$ cat config.mk
export PLATFORM = sky130hd
export DESIGN_NAME = ps2_kbd_rx
export DESIGN_NICKNAME = d
export VERILOG_FILES = /design/src/rtl/ps2_kbd_rx.sv
export SDC_FILE = /design/constraint.sdc
export NUM_CORES = 1
export LEC_CHECK = 0
export CORE_MARGIN = 2
export CORE_UTILIZATION = 55
export CTS_CLUSTER_DIAMETER = 40
export DETAILED_ROUTE_END_ITERATION = 8
export PLACE_DENSITY = 0.78
export SLEW_MARGIN = 20
export SYNTH_ARGS = -nofsm -noshare
export SYNTH_HDL_FRONTEND = slang
export SYNTH_SLANG_ARGS = --single-unit
$ cat constraint.sdc
create_clock -name clk -period 2.54 [get_ports clk]
set_input_delay 0.762 -clock clk [delete_from_list [all_inputs] [get_ports clk]]
set_output_delay 0.762 -clock clk [all_outputs]
set_load 0.005 [all_outputs]
$ cat src/rtl/ps2_kbd_rx.sv
// ps2_kbd_rx
// PS/2 device-to-host receiver. The raw keyboard clock and data pins are
// synchronized, falling edges of the keyboard clock are detected, and 11-bit
// frames (start, 8 data bits LSB first, odd parity, stop) are recovered.
// Frames that pass the framing and parity checks deliver their scan-code byte
// into a small circular FIFO. The FIFO is read through a valid/ready stream.
//
// Ports:
//   clk        system clock, all logic on the rising edge
//   rst        asynchronous active-low reset
//   ps2_clk    raw PS/2 clock pin (asynchronous to clk)
//   ps2_data   raw PS/2 data pin (asynchronous to clk), never driven here
//   out_ready  consumer accepts the head byte this cycle
//   ovf_clr    clears the sticky overflow flag
//   out_valid  FIFO holds at least one byte
//   out_data   head-of-FIFO scan code
//   count      FIFO occupancy, 0..DEPTH
//   overflow   sticky, a good frame was dropped because the FIFO was full
//   frame_err  one-cycle pulse on a bad start, stop or parity bit
module ps2_kbd_rx #(
   parameter int DEPTH   = 8,
   parameter int TIMEOUT = 50000
) (
   input  logic                     clk,
   input  logic                     rst,
   input  logic                     ps2_clk,
   input  logic                     ps2_data,
   input  logic                     out_ready,
   input  logic                     ovf_clr,
   output logic                     out_valid,
   output logic [7:0]               out_data,
   output logic [$clog2(DEPTH):0]   count,
   output logic                     overflow,
   output logic                     frame_err
);

   localparam int PW = $clog2(DEPTH);
   localparam int CW = PW + 1;
   localparam int TW = (TIMEOUT > 1) ? $clog2(TIMEOUT) : 1;

   typedef enum logic [1:0] {
      IDLE,
      DATA,
      PARITY,
      STOP
   } state_t;

   // Synchronizer and edge-detect flops. They reset high because an idle
   // PS/2 bus is pulled high, so no false falling edge appears after reset.
   logic clk_s1;
   logic clk_s2;
   logic clk_hist;
   logic data_s1;
   logic data_s2;
   logic fall;

   always_ff @(posedge clk or negedge rst) begin
      if (!rst) begin
         clk_s1   <= 1'b1;
         clk_s2   <= 1'b1;
         clk_hist <= 1'b1;
         data_s1  <= 1'b1;
         data_s2  <= 1'b1;
      end else begin
         clk_s1   <= ps2_clk;
         clk_s2   <= clk_s1;
         clk_hist <= clk_s2;
         data_s1  <= ps2_data;
         data_s2  <= data_s1;
      end
   end

   assign fall = clk_hist & ~clk_s2;

   // Frame receiver state.
   state_t          state;
   state_t          state_nxt;
   logic [2:0]      bit_cnt;
   logic [2:0]      bit_cnt_nxt;
   logic [7:0]      shift;
   logic [7:0]      shift_nxt;
   logic            par_bit;
   logic            par_nxt;
   logic [TW-1:0]   tmo_cnt;
   logic [TW-1:0]   tmo_nxt;
   logic            push_req;
   logic            err_nxt;
   logic            frame_good;

   // A frame is good when the stop bit is high and the data byte together
   // with the parity bit has an odd number of ones.
   assign frame_good = data_s2 & (^{shift, par_bit});

   // Registers of the frame receiver, including the registered error pulse.
   always_ff @(posedge clk or negedge rst) begin
      if (!rst) begin
         state     <= IDLE;
         bit_cnt   <= '0;
         shift     <= '0;
         par_bit   <= 1'b0;
         tmo_cnt   <= '0;
         frame_err <= 1'b0;
      end else begin
         state     <= state_nxt;
         bit_cnt   <= bit_cnt_nxt;
         shift     <= shift_nxt;
         par_bit   <= par_nxt;
         tmo_cnt   <= tmo_nxt;
         frame_err <= err_nxt;
      end
   end

   // Next-state logic. Every bit is taken on a detected falling edge of the
   // keyboard clock. Outside IDLE a watchdog counts cycles since the last
   // edge; if the keyboard goes quiet mid-frame the partial frame is dropped
   // silently so the receiver resynchronizes on the next start bit.
   always_comb begin
      state_nxt   = state;
      bit_cnt_nxt = bit_cnt;
      shift_nxt   = shift;
      par_nxt     = par_bit;
      tmo_nxt     = '0;
      push_req    = 1'b0;
      err_nxt     = 1'b0;

      case (state)
         IDLE: begin
            if (fall) begin
               if (!data_s2) begin
                  state_nxt   = DATA;
                  bit_cnt_nxt = '0;
               end else begin
                  err_nxt = 1'b1;
               end
            end
         end
         DATA: begin
            if (fall) begin
               shift_nxt   = {data_s2, shift[7:1]};
               bit_cnt_nxt = bit_cnt + 3'd1;
               if (bit_cnt == 3'd7) begin
                  state_nxt = PARITY;
               end
            end
         end
         PARITY: begin
            if (fall) begin
               par_nxt   = data_s2;
               state_nxt = STOP;
            end
         end
         STOP: begin
            if (fall) begin
               if (frame_good) begin
                  push_req = 1'b1;
               end else begin
                  err_nxt = 1'b1;
               end
               state_nxt = IDLE;
            end
         end
         default: begin
            state_nxt = IDLE;
         end
      endcase

      if (state != IDLE && !fall) begin
         if (tmo_cnt == TW'(TIMEOUT - 1)) begin
            state_nxt   = IDLE;
            bit_cnt_nxt = '0;
         end else begin
            tmo_nxt = tmo_cnt + TW'(1);
         end
      end
   end

   // FIFO storage and pointers.
   logic [7:0]    mem [DEPTH];
   logic [PW-1:0] rd_ptr;
   logic [PW-1:0] wr_ptr;
   logic          full;
   logic          pop;
   logic          do_push;
   logic          ovf_set;

   assign out_valid = (count != '0);
   assign out_data  = mem[rd_ptr];
   assign full      = (count == CW'(DEPTH));
   assign pop       = out_valid & out_ready;

   // A good frame arriving at a full FIFO still fits when the head is popped
   // in the same cycle; otherwise it is dropped and flagged as overflow.
   assign do_push   = push_req & (~full | pop);
   assign ovf_set   = push_req & full & ~pop;

   // Storage is cleared on reset so the head reads zero while empty after
   // reset. A byte pushed into an empty FIFO becomes visible the next cycle.
   always_ff @(posedge clk or negedge rst) begin
      if (!rst) begin
         for (int i = 0; i < DEPTH; i++) begin
            mem[i] <= '0;
         end
      end else if (do_push) begin
         mem[wr_ptr] <= shift;
      end
   end

   // Pointer and occupancy bookkeeping; pointers wrap naturally because
   // DEPTH is a power of two.
   always_ff @(posedge clk or negedge rst) begin
      if (!rst) begin
         rd_ptr <= '0;
         wr_ptr <= '0;
         count  <= '0;
      end else begin
         if (do_push) begin
            wr_ptr <= wr_ptr + PW'(1);
         end
         if (pop) begin
            rd_ptr <= rd_ptr + PW'(1);
         end
         case ({do_push, pop})
            2'b10:   count <= count + CW'(1);
            2'b01:   count <= count - CW'(1);
            default: count <= count;
         endcase
      end
   end

   // Sticky overflow flag; a new drop wins over a clear in the same cycle.
   always_ff @(posedge clk or negedge rst) begin
      if (!rst) begin
         overflow <= 1'b0;
      end else if (ovf_set) begin
         overflow <= 1'b1;
      end else if (ovf_clr) begin
         overflow <= 1'b0;
      end
   end

endmodule

==> Yosys cells after proc, flatten, opt, wreduce, memory -nomap -nowiden <==
Cells that the tools add are included.
{ "word_totals": {"ff_bits": 111, "latch_bits": 0, "ram_bits": 0, "rom_bits": 0, "input_bits": 6, "out_inout_bits": 15, "elab_cells": 97, "mem_count": 0} }
{ "op_classes": {"n_addsub": 6, "n_mul": 0, "n_div": 0, "order_cmp": 3, "eq_ne": 8, "shifts": 0, "muxes": 34, "bitwise": 12, "n_reduce_logical": 11} }
{ "ops": {"columns": ["cell", "count"], "rows": [
  ["$bwmux 64", 1],
  ["$mux 16", 2],
  ["$bmux 8 s3", 1],
  ["$demux 8 s3", 1],
  ["$mux 8", 3],
  ["$add 16x1->16 const B", 1],
  ["$eq 16x16->1 const B", 1],
  ["$mux 2", 8],
  ["$mux 3", 5],
  ["$add 3x1->3 const B", 3],
  ["$mux 1", 9],
  ["$reduce_xor 9->1", 1],
  ["$ge 4x4->1 const B", 2],
  ["$not 3->4", 2],
  ["$pmux 2 s4", 1],
  ["$pmux 4 s2", 1],
  ["$and 1x1->1", 6],
  ["$eq 2x2->1 const B", 3],
  ["$pmux 3 s2", 1],
  ["$reduce_bool 2->1", 3],
  ["$add 4x1->4 const B", 1],
  ["$eq 2x1->1 const B", 2],
  ["$eq 4x4->1 const B", 1],
  ["$lt 4x1->1 const B", 1],
  ["other kinds (10)", 14]
]} }

==> Depth between registers and ports, before layout <==
Gate-level depths: netlist of the first run.
{ "logic_depth": {"ltp_word": 8, "depth_mapped": 12} }

==> Worst setup path before layout of the first run <==
OpenSTA, ideal clock, no wires.
{ "synth_timing": {"path_kind": "input-to-reg", "startpoint": "input out_ready", "endpoint": "register count[2]", "setup_time_ns": 0.130, "arrival_time_ns": 2.682, "required_time_ns": 2.410, "slack_ns": -0.271, "cell_stages": 11, "path_buffers": 1, "path_cell_list": "nor2b_1 -> clkbuf_1 -> a2111oi_0 -> mux2i_1 -> ha_1 -> xor2_1 -> ha_1 -> a21oi_1 -> xor2_1 -> nor2_1 -> xor2_1"} }
{ "synth_between": {"elab_chain_cells": 5} }
{ "synth_lines": {"columns": ["element", "line_no", "source"], "rows": [
  ["start: declaration", "28", "input logic out_ready,"],
  ["$and 1x1->1 *", "189", "assign pop = out_valid & out_ready;"],
  ["$or 1x1->1", "193", "assign do_push = push_req & (~full | pop);"],
  ["$and 1x1->1", "193", null],
  ["$eq 2x1->1 / $eq 2x2->1 (equally long branches)", "222", "case ({do_push, pop})"],
  ["$pmux 4 s2 / $reduce_bool 2->1 (equally long branches)", null, null],
  ["end signal: assignment", "223", "2'b10: count <= count + CW'(1);"],
  ["end signal: assignment", "224", "2'b01: count <= count - CW'(1);"],
  ["end signal: assignment", "225", "default: count <= count;"],
  ["end: declaration", "32", "output logic [$clog2(DEPTH):0] count,"]
]} }
Every way passes the cells marked *; elsewhere a longest branch is shown, timed or not.
A chain may end at the register's enable or synchronous reset.

==> Final worst setup path of the first run <==
{ "layout_timing": {"startpoint": "register rd_ptr[0]", "endpoint": "output out_data[0]"} }
{ "layout_between": {"elab_chain_cells": 4} }
{ "layout_lines": {"columns": ["element", "line_no", "source"], "rows": [
  ["start: declaration", "179", "logic [PW-1:0] rd_ptr;"],
  ["start signal: assignment", "220", "rd_ptr <= rd_ptr + PW'(1);"],
  ["$not 3->4 (implied by the code)", "187", "assign out_data = mem[rd_ptr];"],
  ["$bmux 8 s3", "187", null],
  ["$mux 8 (implied by the code) (2 in a row)", "187", null],
  ["end: declaration", "31", "output logic [7:0] out_data,"]
]} }
Every way passes these cells. The select of a mux whose other input is x is not followed.

==> metrics.md, run 1 <==
| Metric | Value |
|---|---|
| Initial antenna violation count | 0 |
| Post-route cell area | slightly below 7000 µm² |
| Logic pwr share | 0.480 |
| Layout cell share with drive strength beyond 1 | 0.472 |
| RSZ-0062 raised after global routing | yes |
| Largest net degree at the start of global routing | approximately 110 |
| DIE AREA | around 11,000 µm² |
| CTS tree | built |
| Register share of total power | 0.336 |
| Synthesis warning total | 0 |
| Crit start category | flop |
| Net Sw Power | about 2.4 mW |
| Core area | between 9000 and 10,000 µm² |
| Buf/Inv on CP | 3 |
| HP Class | flop to flop |
| Worst hold path cell count | 0 |
| P&R area growth vs syn | 20.3% |
| Lkg Pwr | between 3 and 4 nW |
| Most common flop cell mapped by yosys | dfrtp_1 |
| Reg2Reg Setup Slack | ~0.08 ns |
| Async S/R FF share, synth | 1.00 |
| Slew Viols, Final | 0 |
| GRT Overall Usage | 0.225 |
| Hold endpoint | clk_s2 |
| Buffers added on ports | 20 |
| Clock Skew | approximately 0.011 ns |
| Critical Path Max Stage Delay | between 0.4 and 0.5 ns |
| Least-Margin Pin Slew | slightly above 0.6 ns |
| Area contributors post-synth | dfrtp_1 47%, mux2_2 17%, mux4_2 6.4%, ha_1 2.7%, dfstp_2 2.3% |
| CP Class | flop to output port |
| Outcome | finished with violations |
| DR iter-0 viols | about 180 |
| Antenna cell count | 0 |
| Synthesized area | around 5600 µm² |
| TritonCTS Sinks | ~110 |
| Maximum fanout along the worst path | 7 |
| Starting Density | 0.570 |
| DP Wirelength | about 7.6 mm |
| Endpoint class of the critical path | output port |
| Mapped Cells | just over 400 |
| Yosys top cell by area | dfrtp_1 |
| Num CTS Buffers | 9 |
| Hold_sp | clk_s1 |
| First drt pass iteration count | 4 |
| FMAX | between 300 and 400 MHz |
| Clk Latency, worst-skew pair | roughly 0.38 ns |
| FP Rows | 36 |
| Area post-placement | around 6300 µm² |
| Util after Layout | 0.686 |
| WP data required | around 1.8 ns |
| FF-to-FF path depth | 10 |
| DR vias/cell | around 6.0 |
| Filler cell count | 700 |
| Final Hold Viols | 0 |
| Critical Path Slowest Stage Cell | mux4_2 |
| Mapped Nets | 429 |
| Vias in the first global route | between 3,000 and 4,000 |
| Final TNS setup | -1.03 ns |
| DRC viols | 0 |
| IO Pins | 21 |
| Yosys cell types | 54 |
| Vias | between 3,000 and 4,000 |
| Final setup fails | 8 |
| P per Cell Area | between 900 and 1000 nW/µm² |
| Min Tclk post-route | 2.73 ns |
| Post-synth top area share | 0.474 |
| Clock Path Buffers | 2 |
| Final nets | about 490 |
| Die Y | between 100 and 150 µm |
| Reg-to-Reg End | count[2] |
| Die extent in x | 105 µm |
| Syn Area/Cell | around 14 µm² |
| Critical path arrival | around 2 ns |
| Net Sw Frac | 0.374 |
| Slew HR | 0.593 |
| Post-synthesis sequential area ratio | 0.497 |
| Failing checks | setup timing |
| Max IR drop VDD | a little over 600 µV |
| Cell-internal power | between 4 and 5 mW |
| H-tree depth | 3 |
| Final worst slack | -0.190 ns |
| Max-cap check violation count | 0 |
| Critical-path cell list | buf_12 -> buf_6 -> mux4_2 -> mux2_4 -> buf_6 |
| Clock-pin slew on the worst setup and hold paths | around 0.11 ns |
| Routed WL | 11.9 mm |
| Global-route wire length before repair | 19.1 mm |
| Avg WL per Cell | about 19 µm |
| FF+latch count, synth | 111 |
| Routability cong. | 0.756 |
| Post-route antenna net violation count | 0 |
| Fin crit share | 1.07 |
| Total grt overflow | 0 |
| Worst path most repeated cell | buf_6 |
| Worst path top cell family by delay | multiplexers |
| Hold Buf Count CTS | 0 |
| Clock Power Share | 0.184 |
| Worst r2r src | shift[0] |
| EDFF count, synth | 0 |
| Root Driver | clkbuf_8 |
-- through the flow --
step / setup WS [ns] / hold WS [ns] / power (mW) / std cells
after floorplan: -0.0874 / 0.345 / 4.14 / 411
after global placement: -0.404 / 0.347 / 4.86 / 581
after detailed placement: -0.475 / 0.347 / 4.96 / 581
after CTS: -0.321 / 0.362 / 6.40 / 606
after global routing: -0.253 / 0.365 / 6.81 / 614
final: -0.190 / 0.362 / 6.47 / 614
-- cell families after synthesis --
family | count (synthesis) | synth area share
simple gates | 75 | 0.0766
compound gates | 47 | 0.0720
buf+inv | 30 | 0.0228
mux | 110 | 0.256
fa+ha+maj | 12 | 0.0268
flops | 111 | 0.497
xor+xnor | 26 | 0.0485
-- per-layer routing --
metal,track usage,part of all wire
met5,0,0
met2,0.360,0.51
met1,0.313,0.43
met4,0.0790,0.015
met3,0.0381,0.042
-- synth_stat cells (3+ instances only) --
cell type,n
mux2i_2,7
dfrtp_1,106
xnor2_1,11
nand3_1,4
ha_1,12
and3_1,3
mux2_2,85
nand4_1,7
a2111oi_2,8
or3_1,4
nor2b_1,4
xor2_1,12
and2_1,3
a21oi_1,9
mux4_2,16
a2111oi_0,12
nand2_1,11
o21ai_0,6
buf_2,5
nand3b_1,3
dfstp_2,5
nor2_1,18
inv_1,4
clkbuf_1,15
buf_1,3
-- cell type report --
class                      count  area (µm²)  area share
clock inverter                 6        92.6      0.0137
tap                          133         166      0.0247
inverter                       4        15.0     0.00223
sequential                   111        2790       0.414
timing repair buffer          80         716       0.106
clock buffer                  10         138      0.0204
multi-input combinational    270        2820       0.419
-- state kept, by name (all words and copies together) (netlist names), 2 cells and up --
signal,count
mem,64
count,4
bit_cnt,3
tmo_cnt,16
shift,8
rd_ptr,3
state,2
wr_ptr,3
-- placed cells by master (no fill, tap or decap), drive strengths merged, types with 9 or more instances in the layout --
| cell type | count |
|---|---|
| a21oi | 9 |
| dfrtp | 106 |
| nand2 | 11 |
| mux2 | 85 |
| nor2 | 18 |
| ha | 12 |
| a2111oi | 20 |
| xor2 | 12 |
| mux2i | 9 |
| clkdlybuf4s50 | 10 |
| clkbuf | 11 |
| mux4 | 16 |
| xnor2 | 11 |
| buf | 68 |
-- worst max-delay path by stage --
stage                     startpoint          end  depth (start not counted)
after CTS                  rd_ptr[0]  out_data[0]                          6
after detailed placement   out_ready     count[2]                         11
after floorplan            out_ready     count[2]                         11
after global routing       rd_ptr[0]  out_data[0]                          5
after global placement     out_ready     count[2]                         11
final                      rd_ptr[0]  out_data[0]                          5
-- power groups by stage --
| stage | clock (mW) | combinational [mW] | sequential, mW |
|---|---|---|---|
| after detailed placement | 0 | 2.78 | 2.18 |
| final | 1.19 | 3.11 | 2.17 |
| after CTS | 1.22 | 3.01 | 2.17 |
| after global routing | 1.30 | 3.32 | 2.20 |
| after floorplan | 0 | 1.99 | 2.16 |
| after global placement | 0 | 2.69 | 2.17 |
-- what timing repair did --
| action | CTS | global route |
|---|---|---|
| endpoints found under the setup margin | 14 | 62 |
| resized for setup | 54 | 18 |
| gates cloned | 2 | 0 |
| hold endpoints to repair | 0 | 0 |
| pin swaps | 3 | 3 |
| buffers inserted | 7 | 11 |
Note: power is estimated with default switching activity, not from simulation.
==> run 2: changes to the inputs <==
- CAP_MARGIN: not set -> 40
- SETUP_SLACK_MARGIN: not set -> 0.1
==> run 2 against run 1 <==
Net effect: clock power shrank 22%; worst hold slack got worse by 0.072 ns; cell area is 1.4% higher; combinational power increased by 8.4%; critical endpoint is now out_data[6]; register-to-register slack got worse by 0.08 ns; wire length is 2.1% lower; setup slack got worse by 0.066 ns; clock skew up 0.0017 ns; critical path type unchanged; maximum frequency shrank 2.3%; highest routed layer unchanged; the run still ends with setup timing left; power increased by 0.43%; first-iteration DRC count rose by 8.7%; core utilization up 0.96 points.
==> metrics.md, run 2 (same netlist as run 1, synthesis figures left out) <==
| Metric | Value |
|---|---|
| Register share of total power | 0.338 (was 0.336) |
| Routability cong. | 0.780 (was 0.756) |
| CTS tree | built (unchanged) |
| Min Tclk post-route | 2.80 ns (was 2.73 ns) |
| Critical-path cell list | buf_12 -> buf_16 -> mux4_2 -> mux2_4 -> buf_6 (was buf_12 -> buf_6 -> mux4_2 -> mux2_4 -> buf_6) |
| Final setup fails | 9 (was 8) |
| DRC viols | 0 (unchanged) |
| Non-Filler Instances | 605 (was 614) |
| Clock Path Buffers | 2 (unchanged) |
| RSZ-0062 raised after global routing | yes (unchanged) |
| Max reg flops | 64 (unchanged) |
| Fin crit share | 1.10 (was 1.07) |
| Net Sw Power | 2.46 mW (was 2.42 mW) |
| Largest Register | mem (unchanged) |
| Critical Path Slowest Stage Cell | mux4_2 (unchanged) |
| Cell-internal power | 4.04 mW (was 4.05 mW) |
| Least-Margin Pin Slew | 0.717 ns (was 0.611 ns) |
| P per Cell Area | 951 nW/µm² (was 961 nW/µm²) |
| Final worst slack | -0.255 ns (was -0.190 ns) |
| Maximum fanout along the worst path | 8 (was 7) |
| Routed WL | 11.6 mm (was 11.9 mm) |
| Max-cap check violation count | 0 (unchanged) |
| Highest-count cells in the layout ignoring fill and taps | 104 x dfrtp_1, 77 x mux2_2, 37 x buf_4, 18 x nor2_1, 16 x mux4_2 (was 105 x dfrtp_1, 77 x mux2_2, 54 x buf_4, 18 x nor2_1, 16 x mux4_2) |
| Worst path top cell family by delay | multiplexers (unchanged) |
| Net Sw Frac | 0.379 (was 0.374) |
| Slew HR | 0.510 (was 0.593) |
| TritonCTS Sinks | 111 (unchanged) |
| Clk Latency, worst-skew pair | 0.38 ns (about the same) |
| Num CTS Buffers | 9 (unchanged) |
| First drt pass iteration count | 4 (unchanged) |
| CP Class | flop to output port (unchanged) |
| Max IR drop VDD | 662 µV (was 617 µV) |
| Total grt overflow | 0 (unchanged) |
| Critical path arrival | 2.03 ns (was 1.97 ns) |
| Crit start category | flop (unchanged) |
| DP Wirelength | 7.28 mm (was 7.55 mm) |
| Clock Skew | 0.0122 ns (was 0.0105 ns) |
| DIE AREA | 11,000 µm² (unchanged) |
| Clock Power Share | 0.143 (was 0.184) |
| Initial antenna violation count | 0 (unchanged) |
| Failing checks | setup timing (unchanged) |
| FP Rows | 36 (unchanged) |
| Clock-pin slew on the worst setup and hold paths | 0.10 ns (was 0.11 ns) |
| Avg WL per Cell | 19.2 µm (was 19.4 µm) |
| DP Cell Count | 577 (was 581) |
| FMAX | 358 MHz (was 366 MHz) |
| Buffers added on ports | 20 (unchanged) |
| Root Driver | clkbuf_8 (unchanged) |
| Final Hold Viols | 0 (unchanged) |
| Core area | 9820 µm² (unchanged) |
| Die Y | 105 µm (unchanged) |
| H-tree depth | 3 (unchanged) |
| Lkg Pwr | 3.02 nW (was 3.03 nW) |
| Post-route antenna net violation count | 0 (unchanged) |
| Vias in the first global route | 3,652 (was 3,704) |
| Outcome | finished with violations (unchanged) |
| DR vias/cell | 5.93 (was 5.97) |
| Top Registers | mem: 64 flops, tmo_cnt: 16 flops, shift: 8 flops (unchanged) |
| Layout cell share with drive strength beyond 1 | 0.464 (was 0.472) |
| Slew Viols, Final | 0 (unchanged) |
| P&R area growth vs syn | 21.9% (was 20.3%) |
| Vias | 3,587 (was 3,666) |
| Endpoint class of the critical path | output port (unchanged) |
| Global-route wire length before repair | 18.9 mm (was 19.1 mm) |
| Commonest non-fill, non-tap cell in the layout | dfrtp_1 (unchanged) |
| Total Power | 6.50 mW (was 6.47 mW) |
| HP Class | input port to async pin (was flop to flop) |
| GRT Overall Usage | 0.222 (was 0.225) |
| Critical Path Max Stage Delay | 0.49 ns (was 0.48 ns) |
| Die extent in x | 105 µm (unchanged) |
| Largest net degree at the start of global routing | 50 (was 112) |
| Antenna cell count | 0 (unchanged) |
| Final nets | 487 (was 494) |
| IO Pins | 21 (unchanged) |
| Logic pwr share | 0.519 (was 0.480) |
| Buf/Inv on CP | 3 (unchanged) |
| WP data required | 1.78 ns (about the same) |
| WHS | 0.290 ns (was 0.362 ns) |
| Starting Density | 0.570 (unchanged) |
| DR iter-0 viols | 200 (was 184) |
==> run 2: repair_timing <==
action | CTS | global route
pin swaps | 3 | 7
resized for setup | 60 | 18
setup buffers | 7 | 4
endpoints found under the setup margin | 68 | 51
gates cloned | 3 | 0
hold buffers | 0 | 0
==> run 2: worst register-to-register path: cells and delay by family, from the launching register on <==
| family | cells | cell delay, ns |
|---|---|---|
| buffers and inverters | 2 | 0.44 |
| XOR/XNOR | 1 | 0.45 |
| multiplexers | 2 | 0.43 |
| flip-flops | 1 | 0.45 |
| AO/OA/AOI/OAI | 1 | 0.67 |
==> run 2: path summary, 6_finish.rpt <==
| check | endpoint | slack (ns) | cells after the start | from |
|---|---|---|---|---|
| max | out_data[6] | -0.26 | 5 | rd_ptr[0] |
| min | tmo_cnt[7] | 0.29 | 1 | rst |
| max reg2reg | mem[35] | 0 | 6 | par_bit |
| min reg2reg | clk_s2 | 0.36 | 0 | clk_s1 |
| max in group asynchronous | clk_hist | 1.54 | 2 | rst |
| min in group clk | clk_s2 | 0.36 | 0 | clk_s1 |
==> run 2: per-layer routing <==
layer	track usage	share of wire	vias to the layer above
met5	0	0	-
met4	0.0819	0.018	0
met3	0.0349	0.032	16
met2	0.356	0.50	65
met1	0.310	0.45	1849
li1	-	-	1657
==> run 2: through the flow <==
stage	utilization	area, µm²	TNS (ns)	setup WS (ns)
after floorplan	-	5690	0	0.0524
after global placement	0.645	6330	-19.42	-0.381
after detailed placement	0.645	6330	-22.89	-0.418
after CTS	0.682	6690	-2.11	-0.277
after global routing	0.695	6830	-2.72	-0.301
final	0.695	6830	-1.92	-0.255
==> run 2: area by class of cell <==
class	instances	area (µm²)
inverter	4	15.0
clock inverter	3	21.3
sequential	111	2790
clock buffer	11	131
multi-input combinational	270	2900
fill	688	2990
timing repair buffer	73	811
tap	133	166
==> run 2: power groups by stage <==
stage	logic, mW	clock network (mW)	registers, mW
after floorplan	2.08	0	2.16
after global placement	2.82	0	2.17
after global routing	3.60	1.02	2.23
final	3.37	0.927	2.20
after CTS	3.20	0.958	2.18
after detailed placement	2.89	0	2.19
